### config.mk
export PLATFORM = sky130hd
export DESIGN_NAME = ldpc_3gpp_dec_vnode_p_engine
export DESIGN_NICKNAME = d
export VERILOG_FILES = /design/src/rtl/ldpc_3gpp_dec_vnode_p_engine_pkg.sv /design/src/rtl/ldpc_3gpp_dec_vnode_p_engine_fifo.sv /design/src/rtl/ldpc_3gpp_dec_vnode_p_engine.sv
export SDC_FILE = /design/constraint.sdc
export NUM_CORES = 1
export LEC_CHECK = 0
export BUFFER_PORTS_ARGS = -buffer_cell sky130_fd_sc_hd__clkbuf_2
export CORE_ASPECT_RATIO = 1.75
export CORE_UTILIZATION = 40
export DETAILED_ROUTE_END_ITERATION = 10
export SETUP_SLACK_MARGIN = 0.4
export SYNTH_ARGS = -nofsm -noshare
export SYNTH_HDL_FRONTEND = slang
export SYNTH_SLANG_ARGS = --single-unit
### constraint.sdc
create_clock -name iclk -period 10.99 [get_ports iclk]
set_input_delay 1.6485 -clock iclk [delete_from_list [all_inputs] [get_ports iclk]]
set_output_delay 1.6485 -clock iclk [all_outputs]
set_load 0.03 [all_outputs]
### src/rtl/ldpc_3gpp_dec_vnode_p_engine_pkg.sv
// Shared types and saturation helpers for the layered 3GPP LDPC decoder node engines.
package ldpc_3gpp_dec_vnode_p_engine_pkg;

  localparam int unsigned cCOL_BY_CYCLE = 4;
  localparam int unsigned cSAT_CNT_W    = 16;

  typedef struct packed {
    logic sof;
    logic sop;
    logic eop;
    logic eof;
  } strb_t;

  // Symmetric clip to +/-(2^(w-1)-1); the most-negative code is never returned.
  function automatic int sat_node(input int x, input int unsigned w);
    int lim;
    lim = (1 << (w - 1)) - 1;
    if (x > lim)
      return lim;
    else if (x < -lim)
      return -lim;
    else
      return x;
  endfunction

  function automatic int add_sat(input int a, input int b, input int unsigned w);
    return sat_node(a + b, w);
  endfunction

endpackage

### src/rtl/ldpc_3gpp_dec_vnode_p_engine_fifo.sv
// Vnode hold buffer: synchronous FIFO with combinational head read and error pulses.
module ldpc_3gpp_dec_vnode_fifo #(
  parameter int unsigned pW     = 8,
  parameter int unsigned pDEPTH = 16
) (
  input  logic                        clk,
  input  logic                        reset_n,
  input  logic                        clkena,
  input  logic                        push,
  input  logic                        pop,
  input  logic [pW-1:0]               wdata,
  output logic [pW-1:0]               head,
  output logic [$clog2(pDEPTH):0]     count,
  output logic                        empty,
  output logic                        ovf,
  output logic                        udf
);

  localparam int unsigned cAW = $clog2(pDEPTH);

  logic [pW-1:0]  mem [pDEPTH];
  logic [cAW-1:0] wptr;
  logic [cAW-1:0] rptr;
  logic           full;
  logic           do_push;
  logic           do_pop;

  assign empty = (count == '0);
  assign full  = (count == (cAW + 1)'(pDEPTH));
  assign head  = mem[rptr];

  // A pop on the same edge frees the slot, so a full FIFO still accepts the push.
  assign do_pop  = pop & ~empty;
  assign do_push = push & (~full | do_pop);
  assign ovf     = push & full & ~do_pop;
  assign udf     = pop & empty;

  always_ff @(posedge clk) begin
    if (clkena) begin
      if (!reset_n) begin
        wptr  <= '0;
        rptr  <= '0;
        count <= '0;
      end else begin
        if (do_push)
          wptr <= wptr + 1'b1;
        if (do_pop)
          rptr <= rptr + 1'b1;
        case ({do_push, do_pop})
          2'b10:   count <= count + 1'b1;
          2'b01:   count <= count - 1'b1;
          default: count <= count;
        endcase
      end
    end
  end

  always_ff @(posedge clk) begin
    if (clkena && reset_n && do_push)
      mem[wptr] <= wdata;
  end

endmodule

### src/rtl/ldpc_3gpp_dec_vnode_p_engine.sv
// Variable-node stage: extrinsic vnode forward path, vnode hold FIFO, LLR write-back.
// Optional saturation event counter enabled by LDPC_3GPP_DEC_VNODE_SAT_CNT_EN.
module ldpc_3gpp_dec_vnode_p_engine
  import ldpc_3gpp_dec_vnode_p_engine_pkg::*;
#(
  parameter int unsigned pNODE_W     = 5,
  parameter int unsigned pFIFO_DEPTH = 16
) (
  input  logic                                   iclk,
  input  logic                                   ireset,
  input  logic                                   iclkena,
  input  logic                                   ival,
  input  strb_t                                  istrb,
  input  logic [cCOL_BY_CYCLE-1:0][pNODE_W-1:0]  illr,
  input  logic [cCOL_BY_CYCLE-1:0][pNODE_W-1:0]  icnode_old,
  input  logic [cCOL_BY_CYCLE-1:0]               ivmask,
  output logic                                   ordy,
  output logic                                   oval,
  output strb_t                                  ostrb,
  output logic [cCOL_BY_CYCLE-1:0][pNODE_W-1:0]  ovnode,
  output logic [cCOL_BY_CYCLE-1:0]               ovmask,
  input  logic                                   icval,
  input  logic [cCOL_BY_CYCLE-1:0][pNODE_W-1:0]  icnode,
  output logic                                   owval,
  output strb_t                                  owstrb,
  output logic [cCOL_BY_CYCLE-1:0][pNODE_W-1:0]  owllr,
  output logic                                   oerr,
  output logic [cSAT_CNT_W-1:0]                  osat_cnt
);

  localparam int unsigned cCNT_W = $clog2(pFIFO_DEPTH) + 1;
  localparam int unsigned cENT_W = cCOL_BY_CYCLE * pNODE_W + cCOL_BY_CYCLE + $bits(strb_t);

  typedef logic [cCOL_BY_CYCLE-1:0][pNODE_W-1:0] word_t;

  function automatic int sx(input logic [pNODE_W-1:0] x);
    return int'(signed'(x));
  endfunction

  word_t                    fwd_vnode;
  word_t                    push_vnode;
  word_t                    wb_llr;
  word_t                    head_vnode;
  logic [cCOL_BY_CYCLE-1:0] head_mask;
  strb_t                    head_strb;
  logic [cENT_W-1:0]        head;
  logic [cCNT_W-1:0]        count;
  logic                     empty;
  logic                     ovf;
  logic                     udf;
  logic                     pop_ok;

  assign {head_vnode, head_mask, head_strb} = head;
  assign pop_ok = icval & ~empty;
  assign ordy   = ({1'b0, count} + {{cCNT_W{1'b0}}, oval}) <= (cCNT_W + 1)'(pFIFO_DEPTH - 2);

  // Masked columns send 0 downstream but keep the raw LLR for write-back.
  always_comb begin
    fwd_vnode  = '0;
    push_vnode = '0;
    wb_llr     = '0;
    for (int unsigned i = 0; i < cCOL_BY_CYCLE; i++) begin
      if (ivmask[i]) begin
        push_vnode[i] = illr[i];
      end else begin
        fwd_vnode[i]  = pNODE_W'(sat_node(sx(illr[i]) - sx(icnode_old[i]), pNODE_W));
        push_vnode[i] = fwd_vnode[i];
      end
      if (head_mask[i])
        wb_llr[i] = head_vnode[i];
      else
        wb_llr[i] = pNODE_W'(add_sat(sx(head_vnode[i]), sx(icnode[i]), pNODE_W));
    end
  end

  ldpc_3gpp_dec_vnode_fifo #(
    .pW     (cENT_W),
    .pDEPTH (pFIFO_DEPTH)
  ) u_fifo (
    .clk     (iclk),
    .reset_n (ireset),
    .clkena  (iclkena),
    .push    (ival),
    .pop     (icval),
    .wdata   ({push_vnode, ivmask, istrb}),
    .head    (head),
    .count   (count),
    .empty   (empty),
    .ovf     (ovf),
    .udf     (udf)
  );

  always_ff @(posedge iclk) begin
    if (iclkena) begin
      if (!ireset) begin
        oval  <= 1'b0;
        owval <= 1'b0;
        oerr  <= 1'b0;
      end else begin
        oval  <= ival;
        owval <= pop_ok;
        oerr  <= oerr | ovf | udf;
        if (ival) begin
          ostrb  <= istrb;
          ovnode <= fwd_vnode;
          ovmask <= ivmask;
        end
        if (pop_ok) begin
          owstrb <= head_strb;
          owllr  <= wb_llr;
        end
      end
    end
  end

`ifdef LDPC_3GPP_DEC_VNODE_SAT_CNT_EN
  logic [cCOL_BY_CYCLE-1:0] fwd_clip;
  logic [cCOL_BY_CYCLE-1:0] wb_clip;
  logic [cSAT_CNT_W:0]      sat_sum;
  logic [cSAT_CNT_W-1:0]    sat_next;

  always_comb begin
    fwd_clip = '0;
    wb_clip  = '0;
    for (int unsigned i = 0; i < cCOL_BY_CYCLE; i++) begin
      fwd_clip[i] = ival & ~ivmask[i] &
                    (sat_node(sx(illr[i]) - sx(icnode_old[i]), pNODE_W) != sx(illr[i]) - sx(icnode_old[i]));
      wb_clip[i]  = pop_ok & ~head_mask[i] &
                    (add_sat(sx(head_vnode[i]), sx(icnode[i]), pNODE_W) != sx(head_vnode[i]) + sx(icnode[i]));
    end
    // Clear on frame start happens before this cycle's events are added.
    sat_sum  = {1'b0, ((ival && istrb.sof && istrb.sop) ? '0 : osat_cnt)} +
               (cSAT_CNT_W + 1)'($countones(fwd_clip) + $countones(wb_clip));
    sat_next = sat_sum[cSAT_CNT_W] ? '1 : sat_sum[cSAT_CNT_W-1:0];
  end

  always_ff @(posedge iclk) begin
    if (iclkena) begin
      if (!ireset)
        osat_cnt <= '0;
      else
        osat_cnt <= sat_next;
    end
  end
`else
  assign osat_cnt = '0;
`endif

endmodule

## Yosys cells after proc, flatten, opt, wreduce, memory -nomap -nowiden

Memory sizes are Yosys's and may differ from the RTL's. A register that Yosys moved wholly into a read port is not among the register bits.
Cells that the tools add are included.

| storage, ports and cells | value |
|---|---|
| register bits after elaboration | 68 |
| memory bits (writable) | 448 |
| input port bits | 73 |
| logic and storage cells | 110 |
| memories | 1 |

| cells by class | value |
|---|---|
| add/sub/neg operators | 13 |
| $lt $le $gt $ge | 17 |
| eq/ne operators | 6 |
| muxes and demuxes | 31 |
| bitwise operators | 11 |
| reductions and logical operators | 8 |

Memories:

| name | words | width | rd ports | clocked after Yosys merged registers in | write ports | line | RTL |
|---|---|---|---|---|---|---|---|
| u_fifo.mem | 16 | 28 | 1 | 1 | 1 | ldpc_3gpp_dec_vnode_p_engine_fifo.sv:21 | `logic [pW-1:0] mem [pDEPTH];` |

Operators by type and width:

| kind | number |
|---|---|
| two-way mux 5 bit | 24 |
| > comparator 6 x 5 -> 1 bit (second input constant) | 8 |
| less-than comparator 6 x 5 -> 1 bit (second input constant) | 8 |
| adder 5 x 5 -> 6 bit | 4 |
| subtractor 5 x 5 -> 6 bit | 4 |
| two-way mux 4 bit | 4 |
| case mux 5 bit (2 select lines) | 1 |
| adder 4 x 1 -> 4 bit (second input constant) | 2 |
| adder 5 x 1 -> 6 bit | 1 |
| <= comparator 6 x 4 -> 1 bit (second input constant) | 1 |
| AND reduction 2 bit | 3 |
| AND reduction 3 bit | 2 |
| adder 5 x 1 -> 5 bit (second input constant) | 1 |
| AND 1 bit | 5 |
| == test 5 bit (second input constant) | 1 |
| zero test 5 bit | 1 |
| subtractor 5 x 1 -> 5 bit (second input constant) | 1 |
| inequality test 2 x 1 -> 1 bit (second input constant) | 2 |
| inequality test 3 x 1 -> 1 bit (second input constant) | 1 |
| NOT 1 bit | 3 |
| OR 1 bit | 3 |
| == test 2 x 1 -> 1 bit (second input constant) | 1 |
| == test 2 bit (second input constant) | 1 |
| logical AND 1 bit | 2 |
| two-way mux 1 bit | 2 |

## Depth between registers and ports, before layout

| logic depth | value |
|---|---|
| depth in word-level cells | 8 |
| mapped depth | 12 |

## Modules after synthesis

Synthesis repeated with hierarchy kept, for this count alone.

| unflattened totals | value |
|---|---|
| cell total of the unflattened synthesis | 1,317 |
| area, all modules | 22,550.4 µm² |

Modules (own cells, without submodules):

| module | instances | cells each | area each (µm²) | sequential area each (µm²) |
|---|---|---|---|---|
| ldpc_3gpp_dec_vnode_fifo | 1 | 809 | 17,758.3 | 13,923.4 |
| ldpc_3gpp_dec_vnode_p_engine | 1 | 508 | 4,792.1 | 1,651.6 |

## Worst setup path after synthesis

No wires, ideal clock.

| path | value |
|---|---|
| path kind | input to register |
| from | input icval |
| to | memory u_fifo.mem[2][0] in the netlist's numbering, enable pin |
| library setup time | 0.448 ns |
| arrival time | 4.080 ns |
| slack | 6.462 ns |
| stages | 5 |
| buffers on the path | 0 |
| cell sequence | nand2b_1 -> o21ai_0 -> nor2_1 -> nand2_1 -> nor3_1 |

| on the way | value |
|---|---|
| word-level cells in the longest chain between the ends | 6 |

Ends and longest elaborated chain:

| item | line | RTL |
|---|---|---|
| start, declared | ldpc_3gpp_dec_vnode_p_engine.sv:22 | `input logic icval,` |
| AND 1 bit | ldpc_3gpp_dec_vnode_p_engine_fifo.sv:33 | `assign do_pop = pop & ~empty;` |
| OR 1 bit | ldpc_3gpp_dec_vnode_p_engine_fifo.sv:34 | `assign do_push = push & (~full \| do_pop);` |
| AND 1 bit | ldpc_3gpp_dec_vnode_p_engine_fifo.sv:34 |  |
| logical AND 1 bit | ldpc_3gpp_dec_vnode_p_engine_fifo.sv:59 | `if (clkena && reset_n && do_push)` |
| two-way mux 1 bit | ldpc_3gpp_dec_vnode_p_engine_fifo.sv:59 |  |
| two-way mux 1 bit (not written as such) | ldpc_3gpp_dec_vnode_p_engine_fifo.sv:60 | `mem[wptr] <= wdata;` |
| end, declared | ldpc_3gpp_dec_vnode_p_engine_fifo.sv:21 |  |

Every way passes these cells.

==> results <==
- The fraction of registers with async set or reset after synthesis is 0.
- Summed over all layers, the routed wires come to 49500 um.
- The synthesized design spends more area on one cell type than any other, namely sky130_fd_sc_hd__edfxtp_1.
- The post-CTS clock slew at the launch and capture registers of the worst setup and hold paths is 0.07 ns.
- The net load switching power is 1.12 mW.
- 145 I/O pins were placed.
- The sequential cells in the finished layout cover a total of 15600 sq um.
- The CTS tree is yes.
- Entering global routing, the biggest net connects 82 pins.
- The slew at the pin closest to its max-slew limit is 1.05 ns.
- The accumulated negative setup slack is 0 ns.
- The largest vdd supply drop is 127 uV.
- Headroom to the max-slew limit came out at 0.301.
- The longest clock path from root to sink contains 3 buffers.
- Routability-driven placement finished with a final weighted congestion of 0.818.
- The global route total overflow is 0.
- The flow ran to the end, and the final reports show no timing, DRC or antenna violations.
- The period utilization is 0.420.
- In this run the worst path has a maximum fanout of 66.
- The count of routing violations after the opening detailed-route iteration is 829.
- The max-slew violation total from the final report is 0.
- In the routed design, unresolved DRC markers number 0.
- The number of antenna violations at the first check in global routing is 0.
- The type of origin of the critical path is a flip-flop.
- The post-CTS setup repair buffer count is 0.
- The number of synthesized flops with an enable pin is 516.
- For this run, the register share of the synthesized area comes to 0.694.
- The fill cell instance count of the final layout is 4691.
- The detailed-routing iteration count for the pre-antenna-repair pass is 5.
- The total of warnings raised by yosys is 0.
- The number of instances in the synthesized netlist is 1195.
- The number of antenna diodes in the final layout is 0.
- STA classifies the critical path endpoint as a flip-flop.
- The clock tree synthesis step divided the H-tree into 2 levels.
- The die area is 57100 sq um.
- The wire-length estimate of the detail-placed layout is 29200 um.
- The leakage power of the design is 8.57 nW.
- The fraction of layout instances using a drive strength above 1 is 0.293.
- Measured along the y axis, the die boundary spans 315 um.
- Counting every sink on the clock net gives 520.
- Yosys attributes the largest share of cell area to sky130_fd_sc_hd__edfxtp_1 69%, sky130_fd_sc_hd__mux4_2 14%, sky130_fd_sc_hd__ha_1 2.8%, sky130_fd_sc_hd__a21oi_1 1.0%, sky130_fd_sc_hd__nor2_1 0.97%.
- The clock reaches the later pin of the worst-skew pair after 0.57 ns.
- The final hold violation count is 0.
- The global-route usage over all layers is 0.178.
- Port buffering added 128 buffers.
- The power share of the combinational group is 0.141.
- Setup repair after global routing left no endpoint under its margin.
- The synthesis-stage register bit count is 520.
- The core region area is 55300 sq um.
- For this configuration, the core starts out at a cell density of 0.405.
- The data arrival at the endpoint of the critical path is 4.90 ns.
- Once detail routing completed, the nets flagged for antenna violations numbered 0.
- At the worst endpoint, the required time is 11.28 ns.
- The global-route wire length before repair is 74900 um.
- The synthesized area per cell is 18.8 sq um.
- The highest achievable clock rate is 217 MHz.
- Power spread over the standard cell area amounts to 179 nW/um^2.
- The power share of the clock group is 0.358.
- The post-layout minimum cycle time is 4.61 ns.
- The synthesized cell area is 22400 sq um.
- The fraction of power consumed by sequential logic is 0.501.
- The average routed wire per standard cell is 23.6 um.
- Buffers inserted to repair hold after CTS numbered 0.
- In the final layout, the multi-input gates occupy 6530 sq um.
- The kind of critical path is reg -> reg.
- The post-detailed-route via-to-cell ratio is 5.58.
- In this run the horizontal extent of the chip is 181 um.
- The most used flip-flop cell after synthesis is sky130_fd_sc_hd__edfxtp_1.
- The master cell of the clock root buffer is sky130_fd_sc_hd__clkbuf_16.
- The total number of placement rows is 114.
- Once the clock tree was built, the resizer swapped 0 gates to a different size.
- The via count of the first global-routing pass is 12400.
- Of the post-synthesis cell area, the dominant cell type holds 0.691.
- Counting the buffers created by CTS gives 47.
- The net switching fraction of the power is 0.245.
- The worst hold path belongs to the class reg -> reg.
- The internal power of the cells totals 3.46 mW.
- Detailed routing inserted a total of 11700 vias.
- The share of the core filled with cells in the final layout is 0.462.
- The count of endpoints failing setup in the final report is 0.
- Compared with the post-synthesis result, the final layout area differs by 13.9%.
- The number of violations of the max-capacitance limit is 0.
- The layout net count is 1496.
- After synthesis, the netlist uses 58 different library cells.
- The clock arrives with 0.0193 ns of skew.
[layout by cell type (no fill, tap or decap), types with 5 or more instances in the layout]
cell type	synthesis	layout
sky130_fd_sc_hd__edfxtp_1	516	516
sky130_fd_sc_hd__mux4_2	136	136
sky130_fd_sc_hd__clkbuf_2	0	128
sky130_fd_sc_hd__ha_1	50	50
sky130_fd_sc_hd__clkbuf_16	0	49
sky130_fd_sc_hd__a21oi_1	46	46
sky130_fd_sc_hd__nor2_1	58	45
sky130_fd_sc_hd__inv_1	39	39
sky130_fd_sc_hd__nand2_1	37	37
sky130_fd_sc_hd__buf_4	17	31
sky130_fd_sc_hd__o21ai_0	20	20
sky130_fd_sc_hd__nor2b_1	17	17
sky130_fd_sc_hd__conb_1	1	16
sky130_fd_sc_hd__o31ai_1	15	15
sky130_fd_sc_hd__a21o_1	13	13
sky130_fd_sc_hd__xnor2_1	13	13
sky130_fd_sc_hd__nor2_4	0	13
sky130_fd_sc_hd__xor2_1	11	11
sky130_fd_sc_hd__mux2_2	11	11
sky130_fd_sc_hd__o211ai_1	9	9
sky130_fd_sc_hd__fa_1	9	9
sky130_fd_sc_hd__clkinv_1	0	9
sky130_fd_sc_hd__a31oi_1	8	8
sky130_fd_sc_hd__maj3_1	8	8
sky130_fd_sc_hd__nor4_1	8	8
sky130_fd_sc_hd__clkbuf_1	17	8
sky130_fd_sc_hd__nand2b_1	7	7
sky130_fd_sc_hd__and2_1	7	7
sky130_fd_sc_hd__nor3_1	11	7
sky130_fd_sc_hd__o21a_1	6	6
sky130_fd_sc_hd__a22oi_4	6	6
sky130_fd_sc_hd__nand3_1	6	6
sky130_fd_sc_hd__o22ai_1	6	6
sky130_fd_sc_hd__clkinv_2	0	6
sky130_fd_sc_hd__a22oi_1	5	5
[sequential cells by signal (all words and copies together), names as in the netlist, named ones only]
| name | count |
|---|---|
| oerr | 1 |
| ostrb | 4 |
| oval | 1 |
| ovmask | 4 |
| ovnode | 20 |
| owllr | 20 |
| owstrb | 4 |
| owval | 1 |
| u_fifo.count | 5 |
| u_fifo.mem | 448 |
| u_fifo.rptr | 4 |
| u_fifo.wptr | 4 |
[Yosys cell counts (6+ instances only)]
cell / n
sky130_fd_sc_hd__nor3_1: 11
sky130_fd_sc_hd__nand2b_1: 7
sky130_fd_sc_hd__buf_2: 7
sky130_fd_sc_hd__inv_1: 39
sky130_fd_sc_hd__mux2_2: 11
sky130_fd_sc_hd__a22oi_4: 6
sky130_fd_sc_hd__a21o_1: 13
sky130_fd_sc_hd__nand2_1: 37
sky130_fd_sc_hd__buf_6: 10
sky130_fd_sc_hd__ha_1: 50
sky130_fd_sc_hd__xor2_1: 11
sky130_fd_sc_hd__a31oi_1: 8
sky130_fd_sc_hd__nor2_1: 58
sky130_fd_sc_hd__o31ai_1: 15
sky130_fd_sc_hd__edfxtp_1: 516
sky130_fd_sc_hd__maj3_1: 8
sky130_fd_sc_hd__buf_4: 17
sky130_fd_sc_hd__nor4_1: 8
sky130_fd_sc_hd__nor2b_1: 17
sky130_fd_sc_hd__o22ai_1: 6
sky130_fd_sc_hd__nand3_1: 6
sky130_fd_sc_hd__o21ai_0: 20
sky130_fd_sc_hd__clkbuf_1: 17
sky130_fd_sc_hd__a21oi_1: 46
sky130_fd_sc_hd__o211ai_1: 9
sky130_fd_sc_hd__fa_1: 9
sky130_fd_sc_hd__o21a_1: 6
sky130_fd_sc_hd__and2_1: 7
sky130_fd_sc_hd__xnor2_1: 13
sky130_fd_sc_hd__mux4_2: 136
[cell type report]
type	count	area share
clock buffer	60	0.0508
clock inverter	25	0.00911
tap	696	0.0341
sequential	520	0.610
timing repair buffer	160	0.0350
inverter	39	0.00573
multi-input combinational	596	0.255
[power groups by stage]
| stage | clock network (mW) | registers (mW) | logic (mW) |
|---|---|---|---|
| after global routing | 1.75 | 2.30 | 0.712 |
| after global placement | 0 | 2.34 | 0.635 |
| after floorplan | 0 | 2.34 | 0.461 |
| after CTS | 1.69 | 2.30 | 0.652 |
| after detailed placement | 0 | 2.34 | 0.650 |
| final | 1.64 | 2.29 | 0.646 |
[logic make-up (layout without fill, tap and decap cells)]
logic type                 Yosys count  count (layout)  synth area share
DFF                                520             520             0.694
and+or+nand+nor                    171             171            0.0367
AOI/OAI and AO/OA                  170             170            0.0544
muxes                              147             147             0.142
buffers and inverters               94             284            0.0223
adders and majority gates           67              67            0.0395
xor gates and xnor gates            25              25            0.0104
other                                1              16          0.000167
[through the flow]
stage / setup WS, ns / power [mW] / hold slack, ns / instance area (sq um) / std cells
final: 6.38 / 4.58 / 0.535 / 25600 / 2096
after global routing: 6.04 / 4.76 / 0.556 / 25600 / 2096
after CTS: 6.30 / 4.63 / 0.538 / 25600 / 2096
after detailed placement: 6.33 / 2.99 / 0.522 / 24000 / 2011
after global placement: 6.43 / 2.97 / 0.513 / 24000 / 2011
after floorplan: 6.46 / 2.81 / 0.489 / 22500 / 1210
[metal layers]
metal,vias up,part of all wire,track usage,wire (um)
met3,59,0.035,0.0185,1750
met2,279,0.55,0.337,27300
met5,-,0,0,0
met4,0,0.018,0.0458,887
li1,5202,-,-,-
met1,6158,0.40,0.214,19600
[final timing paths]
check	slack, ns	startpoint	cells after the start	end
max	6.38	flip-flop	9	owllr[0]
max reg2reg	6.38	flip-flop	9	owllr[0]
min reg2reg	0.54	u_fifo.rptr[3]	1	flip-flop
min	0.54	u_fifo.rptr[3]	1	flip-flop
[critical path, cell delays in order, from the launching register on]
cell and delay, ns:
sky130_fd_sc_hd__dfxtp_4 1.02, sky130_fd_sc_hd__buf_4 0.70, sky130_fd_sc_hd__mux4_2 0.40, sky130_fd_sc_hd__mux4_2 0.54
sky130_fd_sc_hd__ha_1 0.30, sky130_fd_sc_hd__a211oi_1 0.35, sky130_fd_sc_hd__o211ai_1 0.19, sky130_fd_sc_hd__a21boi_0 0.25
sky130_fd_sc_hd__o41ai_1 0.43, sky130_fd_sc_hd__a21oi_1 0.11
Note: power is estimated with default switching activity, not from simulation.
